## config.mk

```make
export PLATFORM = sky130hd
export DESIGN_NAME = multicycle_control_unit_flat
export DESIGN_NICKNAME = d
export VERILOG_FILES = /design/src/rtl/multicycle_control_unit_if.sv /design/src/rtl/multicycle_control_unit.sv /design/src/flat_wrapper.sv
export SDC_FILE = /design/constraint.sdc
export NUM_CORES = 1
export LEC_CHECK = 0
export CORE_UTILIZATION = 40
export CTS_CLUSTER_SIZE = 14
export DETAILED_ROUTE_END_ITERATION = 7
export PLACE_DENSITY = 0.79
export SLEW_MARGIN = 20
export SYNTH_ARGS = -nofsm -noshare
export SYNTH_HDL_FRONTEND = slang
export SYNTH_SLANG_ARGS = --single-unit
```

## constraint.sdc

```tcl
create_clock -name Clock -period 1.2 [get_ports Clock]
set_input_delay 0.3 -clock Clock [delete_from_list [all_inputs] [get_ports Clock]]
set_output_delay 0.3 -clock Clock [all_outputs]
set_load 0.03 [all_outputs]
```

## src/rtl/multicycle_control_unit_if.sv

```systemverilog
// Handshake and control bundle between the multi-cycle control unit and the datapath.
// The Trap line exists only when MCU_ILLEGAL_TRAP_EN is defined.
interface multicycle_control_unit_if #(
    parameter int unsigned OPCODE_W = 3
);
    logic [OPCODE_W-1:0] OPCODE;
    logic                MemReady;
    logic                InstrRead;
    logic                IRWrite;
    logic                PCWrite;
    logic                RegDst;
    logic                ALUSrc;
    logic                MemToReg;
    logic                RegWrite;
    logic                MemRead;
    logic                MemWrite;
    logic                Branch;
    logic                MulRegWrite;
    logic [1:0]          ALUOp;
    logic                MulStart;
    logic [2:0]          State;
`ifdef MCU_ILLEGAL_TRAP_EN
    logic                Trap;
`endif

`ifdef MCU_ILLEGAL_TRAP_EN
    // Control unit side
    modport master (
        input  OPCODE, MemReady,
        output InstrRead, IRWrite, PCWrite, RegDst, ALUSrc, MemToReg, RegWrite,
               MemRead, MemWrite, Branch, MulRegWrite, ALUOp, MulStart, State, Trap
    );
    // Datapath / instruction register side
    modport slave (
        output OPCODE, MemReady,
        input  InstrRead, IRWrite, PCWrite, RegDst, ALUSrc, MemToReg, RegWrite,
               MemRead, MemWrite, Branch, MulRegWrite, ALUOp, MulStart, State, Trap
    );
`else
    // Control unit side
    modport master (
        input  OPCODE, MemReady,
        output InstrRead, IRWrite, PCWrite, RegDst, ALUSrc, MemToReg, RegWrite,
               MemRead, MemWrite, Branch, MulRegWrite, ALUOp, MulStart, State
    );
    // Datapath / instruction register side
    modport slave (
        output OPCODE, MemReady,
        input  InstrRead, IRWrite, PCWrite, RegDst, ALUSrc, MemToReg, RegWrite,
               MemRead, MemWrite, Branch, MulRegWrite, ALUOp, MulStart, State
    );
`endif
endinterface

```

## src/rtl/multicycle_control_unit.sv

```systemverilog
// Multi-cycle sequencing control unit: FETCH -> DECODE -> EXEC -> MEM -> WB.
// Outputs are Moore-decoded from the state register, the latched opcode and the MUL
// down-counter; only IRWrite/PCWrite see MemReady (in FETCH). All outputs are forced
// to 0 while Reset is high.
// Optional feature macro: MCU_ILLEGAL_TRAP_EN (illegal opcodes park in TRAP until Reset;
// without it an illegal opcode is executed as a 2-cycle NOP).
module multicycle_control_unit #(
    parameter int unsigned OPCODE_W    = 3,
    parameter int unsigned MUL_LATENCY = 4
) (
    input logic                        Clock,
    input logic                        Reset,
    multicycle_control_unit_if.master  bus
);

    localparam int unsigned CNT_W = (MUL_LATENCY > 1) ? $clog2(MUL_LATENCY) : 1;
    localparam logic [CNT_W-1:0] CNT_INIT = CNT_W'(MUL_LATENCY - 1);

    localparam logic [2:0] OpLw   = 3'b000;
    localparam logic [2:0] OpSw   = 3'b001;
    localparam logic [2:0] OpMul  = 3'b010;
    localparam logic [2:0] OpBeq  = 3'b011;
    localparam logic [2:0] OpAddi = 3'b100;
    localparam logic [2:0] OpSlli = 3'b101;
    localparam logic [2:0] OpR    = 3'b111;

    typedef enum logic [2:0] {
        StFetch  = 3'd0,
        StDecode = 3'd1,
        StExec   = 3'd2,
        StMem    = 3'd3,
`ifdef MCU_ILLEGAL_TRAP_EN
        StWb     = 3'd4,
        StTrap   = 3'd5
`else
        StWb     = 3'd4
`endif
    } state_e;

    state_e              state_q;
    logic [OPCODE_W-1:0] op_q;
    logic [CNT_W-1:0]    cnt_q;
    logic [2:0]          op3;

    assign op3 = op_q[2:0];

    // Legal opcodes have zero upper bits and are not 110.
    function automatic logic is_legal(input logic [OPCODE_W-1:0] op);
        is_legal = ((op >> 3) == '0) && (op[2:0] != 3'b110);
    endfunction

    // Sequencer: state, opcode latch and MUL latency down-counter.
    always_ff @(posedge Clock) begin
        if (Reset) begin
            state_q <= StFetch;
            op_q    <= '0;
            cnt_q   <= '0;
        end else begin
            case (state_q)
                StFetch: begin
                    if (bus.MemReady) state_q <= StDecode;
                end
                StDecode: begin
                    op_q  <= bus.OPCODE;
                    cnt_q <= CNT_INIT;
                    if (is_legal(bus.OPCODE)) begin
                        state_q <= StExec;
                    end else begin
`ifdef MCU_ILLEGAL_TRAP_EN
                        state_q <= StTrap;
`else
                        state_q <= StFetch;
`endif
                    end
                end
                StExec: begin
                    case (op3)
                        OpMul: begin
                            if (cnt_q == '0) state_q <= StWb;
                            else             cnt_q   <= cnt_q - CNT_W'(1);
                        end
                        OpLw, OpSw: state_q <= StMem;
                        OpBeq:      state_q <= StFetch;
                        default:    state_q <= StWb;
                    endcase
                end
                StMem: begin
                    if (bus.MemReady) state_q <= (op3 == OpLw) ? StWb : StFetch;
                end
                StWb: state_q <= StFetch;
`ifdef MCU_ILLEGAL_TRAP_EN
                StTrap: state_q <= StTrap;
`endif
                default: state_q <= StFetch;
            endcase
        end
    end

    // Moore output decode; Reset blanks every output.
    always_comb begin
        bus.InstrRead   = 1'b0;
        bus.IRWrite     = 1'b0;
        bus.PCWrite     = 1'b0;
        bus.RegDst      = 1'b0;
        bus.ALUSrc      = 1'b0;
        bus.MemToReg    = 1'b0;
        bus.RegWrite    = 1'b0;
        bus.MemRead     = 1'b0;
        bus.MemWrite    = 1'b0;
        bus.Branch      = 1'b0;
        bus.MulRegWrite = 1'b0;
        bus.ALUOp       = 2'b00;
        bus.MulStart    = 1'b0;
        bus.State       = 3'd0;
`ifdef MCU_ILLEGAL_TRAP_EN
        bus.Trap        = 1'b0;
`endif
        if (!Reset) begin
            bus.State = state_q;
            case (state_q)
                StFetch: begin
                    bus.InstrRead = 1'b1;
                    bus.IRWrite   = bus.MemReady;
                    bus.PCWrite   = bus.MemReady;
                end
                StExec: begin
                    case (op3)
                        OpR: begin
                            bus.ALUOp  = 2'b10;
                            bus.RegDst = 1'b1;
                        end
                        OpAddi: bus.ALUSrc = 1'b1;
                        OpSlli: begin
                            bus.ALUSrc = 1'b1;
                            bus.ALUOp  = 2'b11;
                        end
                        OpLw, OpSw: bus.ALUSrc = 1'b1;
                        OpBeq: begin
                            bus.ALUOp  = 2'b01;
                            bus.Branch = 1'b1;
                        end
                        OpMul: begin
                            bus.ALUOp    = 2'b10;
                            // Counter sits at its load value only on the first EXEC cycle.
                            bus.MulStart = (cnt_q == CNT_INIT);
                        end
                        default: ;
                    endcase
                end
                StMem: begin
                    bus.ALUSrc   = 1'b1;
                    bus.MemRead  = (op3 == OpLw);
                    bus.MemWrite = (op3 == OpSw);
                end
                StWb: begin
                    case (op3)
                        OpR, OpAddi, OpSlli: bus.RegWrite = 1'b1;
                        OpLw: begin
                            bus.RegWrite = 1'b1;
                            bus.MemToReg = 1'b1;
                        end
                        OpMul:   bus.MulRegWrite = 1'b1;
                        default: ;
                    endcase
                end
`ifdef MCU_ILLEGAL_TRAP_EN
                StTrap: bus.Trap = 1'b1;
`endif
                default: ;
            endcase
        end
    end

endmodule
```

## src/flat_wrapper.sv

```systemverilog
// flat-port wrapper written by rule: the top's interface ports become plain ports
module multicycle_control_unit_flat 
#(
    parameter int unsigned OPCODE_W    = 3,
    parameter int unsigned MUL_LATENCY = 4
)
  (Clock, Reset, bus_OPCODE, bus_MemReady, bus_InstrRead, bus_IRWrite, bus_PCWrite, bus_RegDst, bus_ALUSrc, bus_MemToReg, bus_RegWrite, bus_MemRead, bus_MemWrite, bus_Branch, bus_MulRegWrite, bus_ALUOp, bus_MulStart, bus_State);
  multicycle_control_unit_if #(.OPCODE_W(OPCODE_W)) bus_i ();
  input logic Clock;
  input logic Reset;
  input wire logic [$bits(bus_i.OPCODE)-1:0] bus_OPCODE;
  input wire logic [$bits(bus_i.MemReady)-1:0] bus_MemReady;
  output wire logic [$bits(bus_i.InstrRead)-1:0] bus_InstrRead;
  output wire logic [$bits(bus_i.IRWrite)-1:0] bus_IRWrite;
  output wire logic [$bits(bus_i.PCWrite)-1:0] bus_PCWrite;
  output wire logic [$bits(bus_i.RegDst)-1:0] bus_RegDst;
  output wire logic [$bits(bus_i.ALUSrc)-1:0] bus_ALUSrc;
  output wire logic [$bits(bus_i.MemToReg)-1:0] bus_MemToReg;
  output wire logic [$bits(bus_i.RegWrite)-1:0] bus_RegWrite;
  output wire logic [$bits(bus_i.MemRead)-1:0] bus_MemRead;
  output wire logic [$bits(bus_i.MemWrite)-1:0] bus_MemWrite;
  output wire logic [$bits(bus_i.Branch)-1:0] bus_Branch;
  output wire logic [$bits(bus_i.MulRegWrite)-1:0] bus_MulRegWrite;
  output wire logic [$bits(bus_i.ALUOp)-1:0] bus_ALUOp;
  output wire logic [$bits(bus_i.MulStart)-1:0] bus_MulStart;
  output wire logic [$bits(bus_i.State)-1:0] bus_State;
  assign bus_i.OPCODE = bus_OPCODE;
  assign bus_i.MemReady = bus_MemReady;
  assign bus_InstrRead = bus_i.InstrRead;
  assign bus_IRWrite = bus_i.IRWrite;
  assign bus_PCWrite = bus_i.PCWrite;
  assign bus_RegDst = bus_i.RegDst;
  assign bus_ALUSrc = bus_i.ALUSrc;
  assign bus_MemToReg = bus_i.MemToReg;
  assign bus_RegWrite = bus_i.RegWrite;
  assign bus_MemRead = bus_i.MemRead;
  assign bus_MemWrite = bus_i.MemWrite;
  assign bus_Branch = bus_i.Branch;
  assign bus_MulRegWrite = bus_i.MulRegWrite;
  assign bus_ALUOp = bus_i.ALUOp;
  assign bus_MulStart = bus_i.MulStart;
  assign bus_State = bus_i.State;
  multicycle_control_unit #(.OPCODE_W(OPCODE_W), .MUL_LATENCY(MUL_LATENCY)) u_core (.Clock(Clock), .Reset(Reset), .bus(bus_i));
endmodule
```

==> impl_metrics.prom, run 1 <==
# TYPE chip_impl_metric gauge
chip_impl_metric{name="ys_seq_area_frac",unit=""} 0.224
chip_impl_info{name="clock_tree.root_cell",value="sky130_fd_sc_hd__clkbuf_4"} 1
chip_impl_metric{name="place_worst_setup_slack",unit="ns"} -0.763
chip_impl_metric{name="vias",unit=""} 909
chip_impl_info{name="synth_most_common_cell",value="sky130_fd_sc_hd__nor2_1"} 1
chip_impl_metric{name="synthesis.yosys.warnings",unit=""} 0
chip_impl_metric{name="post-dp-hpwl",unit="um"} 1600
chip_impl_metric{name="total_power",unit="mW"} 1.16
chip_impl_metric{name="placementRows",unit=""} 14
chip_impl_metric{name="placed_cells",unit=""} 147
chip_impl_metric{name="final_setup_margin",unit="ns"} -0.495
chip_impl_info{name="cts_tree",value="built"} 1
chip_impl_metric{name="die_span_in_x",unit="um"} 44.3
chip_impl_metric{name="grt_max_degree",unit=""} 13
chip_impl_info{name="synth_top_cells_by_count",value="sky130_fd_sc_hd__nor2_1, sky130_fd_sc_hd__dfxtp_1, sky130_fd_sc_hd__nand2_1"} 1
chip_impl_metric{name="final_routed_wirelength_across_all_metal_layers",unit="um"} 3130
chip_impl_metric{name="part_of_the_cycle_the_worst_path_needs",unit=""} 1.41
chip_impl_metric{name="slew_viol_final",unit=""} 0
chip_impl_metric{name="gr-total-overflow",unit=""} 0
chip_impl_metric{name="setup.reg_to_reg.worst_slack",unit="ns"} -0.24
chip_impl_metric{name="power_density",unit="mW/mm^2"} 810
chip_impl_info{name="cell_type_with_the_largest_total_area_after_synthesis",value="sky130_fd_sc_hd__dfxtp_1"} 1
chip_impl_metric{name="numCtsBuffers",unit=""} 3
chip_impl_metric{name="post_synth_inst_count",unit=""} 86
chip_impl_metric{name="netlist-cell-type-count",unit=""} 38
chip_impl_metric{name="fin_util",unit=""} 0.902
chip_impl_metric{name="antenna_found_initial",unit=""} 0
chip_impl_metric{name="clock_path_buffers",unit=""} 2
chip_impl_metric{name="htree_levels",unit=""} 1
chip_impl_metric{name="post_layout_nonfiller_instances",unit=""} 161
chip_impl_info{name="failed_checks",value="negative setup slack"} 1
chip_impl_metric{name="cp_data_required_time",unit="ns"} 0.90
chip_impl_metric{name="finalWeightedCongestion",unit=""} 0.806
chip_impl_metric{name="timing.hold.ws",unit="ns"} 0.528
chip_impl_metric{name="grtUsageTotal",unit=""} 0.320
chip_impl_metric{name="final_cell_area",unit="mm^2"} 0.00144
chip_impl_metric{name="first_global_vias",unit=""} 880
chip_impl_metric{name="clock_skew",unit="ns"} 0.0254
chip_impl_metric{name="number_of_cells_traversed_by_the_worst_register_to_register_path",unit=""} 4
chip_impl_metric{name="cellLeakagePower",unit="nW"} 0.596
chip_impl_metric{name="worstPathArrival",unit="ns"} 1.39
chip_impl_info{name="rsz_0062_raised_after_global_routing",value="yes"} 1
chip_impl_metric{name="timing_worst_slew_pin_value",unit="ns"} 0.326
chip_impl_metric{name="number_of_antenna_cells_inserted",unit=""} 0
chip_impl_metric{name="finalWorstPathRequiredPeriod",unit="ns"} 1.69
chip_impl_metric{name="numClockSinks",unit=""} 8
chip_impl_metric{name="clock_insertion_delay_worst_skew",unit="ns"} 0.29
chip_impl_metric{name="nNetsFinal",unit=""} 147
chip_impl_metric{name="clkSlewWorstSetupHoldPaths",unit="ns"} 0.08
chip_impl_metric{name="wl_per_cell",unit="um"} 19.5
chip_impl_metric{name="areaGrowthSynthToFinish",unit="%"} 101
chip_impl_metric{name="die_area",unit="mm^2"} 0.00196
chip_impl_metric{name="critPathMaxFanout",unit=""} 12
chip_impl_metric{name="grt_pass1_wl",unit="um"} 4480
chip_impl_metric{name="layout-drive-gt1-share",unit=""} 0.745
chip_impl_info{name="run_status",value="finished with violations"} 1
chip_impl_info{name="timing.rr.end",value="u_core.op3[2]"} 1
chip_impl_metric{name="chipHeight",unit="um"} 44.3
chip_impl_metric{name="top_level_ports",unit=""} 23
chip_impl_metric{name="setup_violations",unit=""} 25
chip_impl_info{name="commonest_register_cell_after_synthesis",value="sky130_fd_sc_hd__dfxtp_1"} 1
chip_impl_metric{name="initial_core_util",unit=""} 0.449
chip_impl_info{name="critPathKind",value="flop to primary output"} 1
chip_impl_metric{name="synth_nets",unit=""} 94
chip_impl_metric{name="hold_vio_cnt_final",unit=""} 0
chip_impl_metric{name="fmax",unit="MHz"} 590
chip_impl_info{name="min-delay-start",value="u_core.cnt_q[1]"} 1
chip_impl_metric{name="post_drt_via_cell_ratio",unit=""} 5.65
chip_impl_metric{name="io_buffers",unit=""} 22
chip_impl_info{name="yosys-top-cells-area",value="sky130_fd_sc_hd__dfxtp_1, sky130_fd_sc_hd__nor2_1, sky130_fd_sc_hd__mux2i_1, sky130_fd_sc_hd__buf_4, sky130_fd_sc_hd__a2111oi_4"} 1
chip_impl_info{name="worst_setup_ep",value="bus_MemToReg"} 1
chip_impl_metric{name="maxSlewHeadroom",unit=""} 0.783
chip_impl_metric{name="postSynthRegisterBits",unit=""} 8
chip_impl_metric{name="setup_tns",unit="ns"} -7.64
chip_impl_metric{name="drt_drc_violations_left",unit=""} 0
chip_impl_metric{name="synth.cell_area",unit="um^2"} 716
chip_impl_metric{name="antenna_violating_nets_post_route",unit=""} 0
chip_impl_info{name="worstReg2RegStart",value="u_core.state_q[0]"} 1
chip_impl_metric{name="ir_drop",unit="uV"} 742
chip_impl_metric{name="drtIter0Drc",unit=""} 30
chip_impl_metric{name="synth_edf_count",unit=""} 0
chip_impl_metric{name="netlist.area_leader.share",unit=""} 0.224
chip_impl_metric{name="post_synth.cell_area_avg",unit="um^2"} 8.32
chip_impl_metric{name="core-area",unit="mm^2"} 0.00159
chip_impl_metric{name="total_iterations_of_the_first_detailed_routing_run",unit=""} 4
chip_impl_metric{name="maxCapViolations",unit=""} 0
chip_impl_info{name="worstSetupStartpointType",value="flop"} 1
chip_impl_info{name="min-delay-path-class",value="flop to flop"} 1
chip_impl_metric{name="async_flop_share",unit=""} 0
chip_impl_info{name="crit_path_start",value="u_core.state_q[0]"} 1
chip_impl_metric{name="placedInstanceArea",unit="mm^2"} 0.00115
chip_impl_info{name="endpoint_kind",value="primary output"} 1
-- critical path, cell delays in order, from the launching register on --
cell,delay (ns)
sky130_fd_sc_hd__dfxtp_2,0.34
sky130_fd_sc_hd__buf_4,0.20
sky130_fd_sc_hd__nor2_4,0.14
sky130_fd_sc_hd__nand2_2,0.10
sky130_fd_sc_hd__nor3_4,0.20
sky130_fd_sc_hd__buf_6,0.15
-- cells by family (layout without fill, tap and decap cells) --
family	count (synthesis)	count (layout)	share of synthesized area
AO/OA/AOI/OAI	15	15	0.166
adder cells (fa/ha/maj)	2	2	0.0350
flip-flops	8	8	0.224
XOR/XNOR	1	1	0.0122
AND/OR/NAND/NOR	43	43	0.376
multiplexers	4	4	0.0612
buffers and inverters	13	64	0.126
-- repair_timing --
action | 4_1_cts | 5_1_grt
hold endpoints to repair | 0 | 0
endpoints found under the setup margin | 24 | 25
hold buffers | 0 | 0
buffers inserted | 10 | 5
gates resized for setup | 39 | 18
pin swaps | 12 | 5
cloned | 0 | 0
-- area by class of cell --
type	count	area, um^2
multi-input cells	65	663
fillers	62	156
inverters	5	21.3
well taps	24	30.0
repair buffers	56	524
clock buffers	3	22.5
flip-flops and latches	8	176
-- power by group --
| part | switching, mW | internal (mW) | leakage (nW) |
|---|---|---|---|
| clock network | 0.124 | 0.116 | 0.0138 |
| registers | 0.0294 | 0.290 | 0.0693 |
| logic | 0.316 | 0.288 | 0.513 |
| total | 0.470 | 0.694 | 0.596 |
-- sequential cells by signal (all words and copies together), names as in the netlist --
register and flops:
u_core.op3 3, u_core.cnt_q 2, u_core.state_q 3
-- cells in the final DEF (no fill, tap or decap), types with 2 or more instances in the layout --
cell type / instances
sky130_fd_sc_hd__buf_4: 26
sky130_fd_sc_hd__buf_6: 24
sky130_fd_sc_hd__nor2_4: 7
sky130_fd_sc_hd__nor2_1: 6
sky130_fd_sc_hd__nand2_2: 4
sky130_fd_sc_hd__o21ai_1: 4
sky130_fd_sc_hd__dfxtp_2: 4
sky130_fd_sc_hd__nor3b_4: 3
sky130_fd_sc_hd__nor3_4: 3
sky130_fd_sc_hd__mux2i_1: 3
sky130_fd_sc_hd__clkbuf_4: 3
sky130_fd_sc_hd__clkdlybuf4s50_1: 3
sky130_fd_sc_hd__dfxtp_4: 3
sky130_fd_sc_hd__inv_1: 2
sky130_fd_sc_hd__nor2b_4: 2
sky130_fd_sc_hd__and3_4: 2
sky130_fd_sc_hd__nand4_1: 2
sky130_fd_sc_hd__inv_2: 2
sky130_fd_sc_hd__nand2_1: 2
-- how the worst min path moves through the flow --
stage	to	cells after the start
finish	u_core.cnt_q[1]	1
global route	u_core.state_q[0]	4
CTS	u_core.state_q[0]	4
detailed placement	u_core.cnt_q[1]	1
global placement	u_core.cnt_q[1]	1
floorplan	u_core.op3[2]	2
-- metal layers --
metal	vias up	routed length, um	track usage
li1	404	-	-
met1	424	1170	0.379
met2	69	1650	0.568
met3	12	235	0.0571
met4	0	74	0.121
met5	-	0	0
(Power assumes the default switching activity.)
==> inputs of run 2 (changes only) <==
Settings changed: MAX_ROUTING_LAYER set to met4, SLEW_MARGIN 20 to not set.
==> run 2 against run 1 <==
The run still ends with negative setup slack left. Hold slack worse by 0.012 ns. Sequential share of layout area stayed put. Power hardly changed. Critical path type unchanged. Sequential cell count stayed put. Sequential power hardly changed. Count of clock-buffer cells in the layout stayed put. Cell count stayed put. Die area stayed put. Non-clock buffer count stayed put.
==> impl_metrics.prom, run 2 (same netlist as run 1, synthesis figures left out) <==
# TYPE chip_impl_metric gauge
chip_impl_metric{name="hold_buffers",unit=""} 0
chip_impl_metric{name="cp_slowest_stage_delay",unit="ns"} 0.34
chip_impl_metric{name="drt_drc_violations_left",unit=""} 0
chip_impl_metric{name="setup_violations",unit=""} 25
chip_impl_info{name="critPathSlowestCell",value="sky130_fd_sc_hd__dfxtp_2"} 1
chip_impl_metric{name="sequentialPowerShare",unit=""} 0.274
chip_impl_metric{name="worstHoldPathCells",unit=""} 1
chip_impl_info{name="clock_tree.root_cell",value="sky130_fd_sc_hd__clkbuf_4"} 1
chip_impl_info{name="min-delay-start",value="u_core.cnt_q[1]"} 1
chip_impl_metric{name="cellLeakagePower",unit="nW"} 0.596
chip_impl_metric{name="htree_levels",unit=""} 1
chip_impl_metric{name="power.share.switching",unit=""} 0.403
chip_impl_info{name="endpoint_kind",value="primary output"} 1
chip_impl_metric{name="first_global_vias",unit=""} 878
chip_impl_metric{name="chipHeight",unit="um"} 44.3
chip_impl_metric{name="io_buffers",unit=""} 22
chip_impl_metric{name="hold_vio_cnt_final",unit=""} 0
chip_impl_metric{name="maxCapViolations",unit=""} 0
chip_impl_metric{name="clkSlewWorstSetupHoldPaths",unit="ns"} 0.08
chip_impl_metric{name="grtUsageTotal",unit=""} 0.330
chip_impl_info{name="timing.critical_path.cells",value="buf_4, nor2_4, nand2_2, nor3_4, buf_6"} 1
chip_impl_info{name="timing.rr.end",value="u_core.op3[2]"} 1
chip_impl_metric{name="final_routed_wirelength_across_all_metal_layers",unit="um"} 3110
chip_impl_info{name="worstSetupStartpointType",value="flop"} 1
chip_impl_metric{name="total_power",unit="mW"} 1.16
chip_impl_info{name="critPathKind",value="flop to primary output"} 1
chip_impl_metric{name="ir_drop",unit="uV"} 745
chip_impl_metric{name="timing_worst_slew_pin_value",unit="ns"} 0.338
chip_impl_info{name="run_status",value="finished with violations"} 1
chip_impl_metric{name="vias",unit=""} 897
chip_impl_metric{name="cell_internal_pwr",unit="mW"} 0.694
chip_impl_info{name="holdPathEnd",value="u_core.cnt_q[1]"} 1
chip_impl_metric{name="post-dp-hpwl",unit="um"} 1600
chip_impl_metric{name="number_of_cells_traversed_by_the_worst_register_to_register_path",unit=""} 4
chip_impl_info{name="critical-path-top-delay-family",value="simple AND/OR/NAND/NOR gates"} 1
chip_impl_metric{name="clock_skew",unit="ns"} 0.0242
chip_impl_metric{name="finalWeightedCongestion",unit=""} 0.817
chip_impl_metric{name="core-area",unit="mm^2"} 0.00159
chip_impl_metric{name="placed_cells",unit=""} 147
chip_impl_metric{name="grt_pass1_wl",unit="um"} 4490
chip_impl_metric{name="drtIter0Drc",unit=""} 30
chip_impl_info{name="failed_checks",value="negative setup slack"} 1
chip_impl_metric{name="worstPathArrival",unit="ns"} 1.40
chip_impl_metric{name="timing.hold.ws",unit="ns"} 0.516
chip_impl_metric{name="finalWorstPathRequiredPeriod",unit="ns"} 1.70
chip_impl_metric{name="critPathMaxFanout",unit=""} 12
chip_impl_metric{name="crit_buf_inv",unit=""} 2
chip_impl_metric{name="die_span_in_x",unit="um"} 44.3
chip_impl_metric{name="maxSlewHeadroom",unit=""} 0.775
chip_impl_metric{name="number_of_antenna_cells_inserted",unit=""} 0
chip_impl_metric{name="gr-total-overflow",unit=""} 0
chip_impl_metric{name="total_switching_power",unit="mW"} 0.469
chip_impl_metric{name="clock_insertion_delay_worst_skew",unit="ns"} 0.29
chip_impl_metric{name="setup.reg_to_reg.worst_slack",unit="ns"} -0.24
chip_impl_metric{name="place_worst_setup_slack",unit="ns"} -0.763
chip_impl_metric{name="placementRows",unit=""} 14
chip_impl_info{name="min-delay-path-class",value="flop to flop"} 1
chip_impl_info{name="worstReg2RegStart",value="u_core.state_q[0]"} 1
chip_impl_metric{name="initial_core_util",unit=""} 0.449
chip_impl_info{name="rsz_0062_raised_after_global_routing",value="yes"} 1
chip_impl_metric{name="numCtsBuffers",unit=""} 3
chip_impl_metric{name="post_layout_nonfiller_instances",unit=""} 161
chip_impl_metric{name="final_setup_margin",unit="ns"} -0.499
chip_impl_metric{name="clock_path_buffers",unit=""} 2
chip_impl_metric{name="combPwrFrac",unit=""} 0.519
chip_impl_metric{name="areaGrowthSynthToFinish",unit="%"} 101
chip_impl_metric{name="layout-drive-gt1-share",unit=""} 0.745
chip_impl_metric{name="part_of_the_cycle_the_worst_path_needs",unit=""} 1.42
chip_impl_info{name="layout.cells.most_common",value="sky130_fd_sc_hd__buf_4"} 1
chip_impl_metric{name="fmax",unit="MHz"} 589
chip_impl_metric{name="total_iterations_of_the_first_detailed_routing_run",unit=""} 4
chip_impl_metric{name="wl_per_cell",unit="um"} 19.3
chip_impl_metric{name="fin_util",unit=""} 0.902
chip_impl_metric{name="die_area",unit="mm^2"} 0.00196
chip_impl_metric{name="top_level_ports",unit=""} 23
chip_impl_metric{name="antenna_found_initial",unit=""} 0
chip_impl_metric{name="numClockSinks",unit=""} 8
chip_impl_metric{name="cp_data_required_time",unit="ns"} 0.90
chip_impl_metric{name="power_density",unit="mW/mm^2"} 810
chip_impl_info{name="cts_tree",value="built"} 1
chip_impl_metric{name="antenna_violating_nets_post_route",unit=""} 0
chip_impl_metric{name="grt_max_degree",unit=""} 13
chip_impl_metric{name="nNetsFinal",unit=""} 147
chip_impl_info{name="layout.cells.most_common_list",value="sky130_fd_sc_hd__buf_4, sky130_fd_sc_hd__buf_6, sky130_fd_sc_hd__nor2_4"} 1
chip_impl_metric{name="slew_viol_final",unit=""} 0
chip_impl_metric{name="post_drt_via_cell_ratio",unit=""} 5.57
chip_impl_metric{name="clockPowerShare",unit=""} 0.207
==> run 2: cell counts in the layout (fill, tap and decap cells not counted) <==
Identical to the previous run, type by type.
==> run 2: cell type report <==
| class | instances | area, um^2 |
|---|---|---|
| clock buffer | 3 | 22.5 |
| fill | 62 | 156 |
| inverter | 5 | 21.3 |
| multi-input combinational | 65 | 663 |
| sequential | 8 | 176 |
| tap | 24 | 30.0 |
| timing repair buffer | 56 | 524 |
==> run 2: metrics by stage <==
stage | setup TNS (ns) | instance area, um^2
after floorplan | -2.83 | 856
after global placement | -11.41 | 1150
after detailed placement | -11.87 | 1150
after CTS | -6.74 | 1360
after global routing | -8.72 | 1440
final | -7.71 | 1440
==> run 2: timing repair <==
| action | 4_1_cts | 5_1_grt |
|---|---|---|
| gates resized for setup | 39 | 18 |
| pin swaps | 12 | 5 |
| setup endpoints to repair | 24 | 25 |
| setup buffers | 10 | 5 |
==> run 2: how the worst max path moves through the flow <==
stage	cells past startpoint	to	from
detailed placement	5	bus_Branch	Reset
global placement	5	bus_Branch	Reset
finish	5	bus_MemToReg	u_core.state_q[0]
CTS	5	bus_RegDst	u_core.state_q[0]
global route	5	bus_MemToReg	u_core.state_q[0]
floorplan	4	bus_PCWrite	u_core.state_q[0]
==> run 2: worst reg2reg max path: stages (launching register included) <==
cell and delay, ns:
sky130_fd_sc_hd__dfxtp_2 0.36, sky130_fd_sc_hd__buf_4 0.24, sky130_fd_sc_hd__nor3b_4 0.37, sky130_fd_sc_hd__mux2i_1 0.28, sky130_fd_sc_hd__nor2_1 0.09
==> run 2: power by group through the flow <==
| stage | sequential [mW] | combinational, mW | clock [mW] |
|---|---|---|---|
| 2_1_floorplan | 0.319 | 0.315 | 0 |
| 3_3_place_gp | 0.318 | 0.443 | 0 |
| 6_report | 0.319 | 0.604 | 0.240 |
| 5_1_grt | 0.321 | 0.630 | 0.254 |
| 3_5_place_dp | 0.319 | 0.458 | 0 |
| 4_1_cts | 0.313 | 0.525 | 0.222 |
==> run 2: routing by layer <==
layer / up-vias / routed length, um / share of wire / global-route usage
met2: 66 / 1650 / 0.53 / 0.568
li1: 403 / - / - / -
met4: 0 / 65 / 0.021 / 0.121
met5: - / 0 / 0 / -
met3: 10 / 227 / 0.073 / 0.0571
met1: 418 / 1160 / 0.37 / 0.382
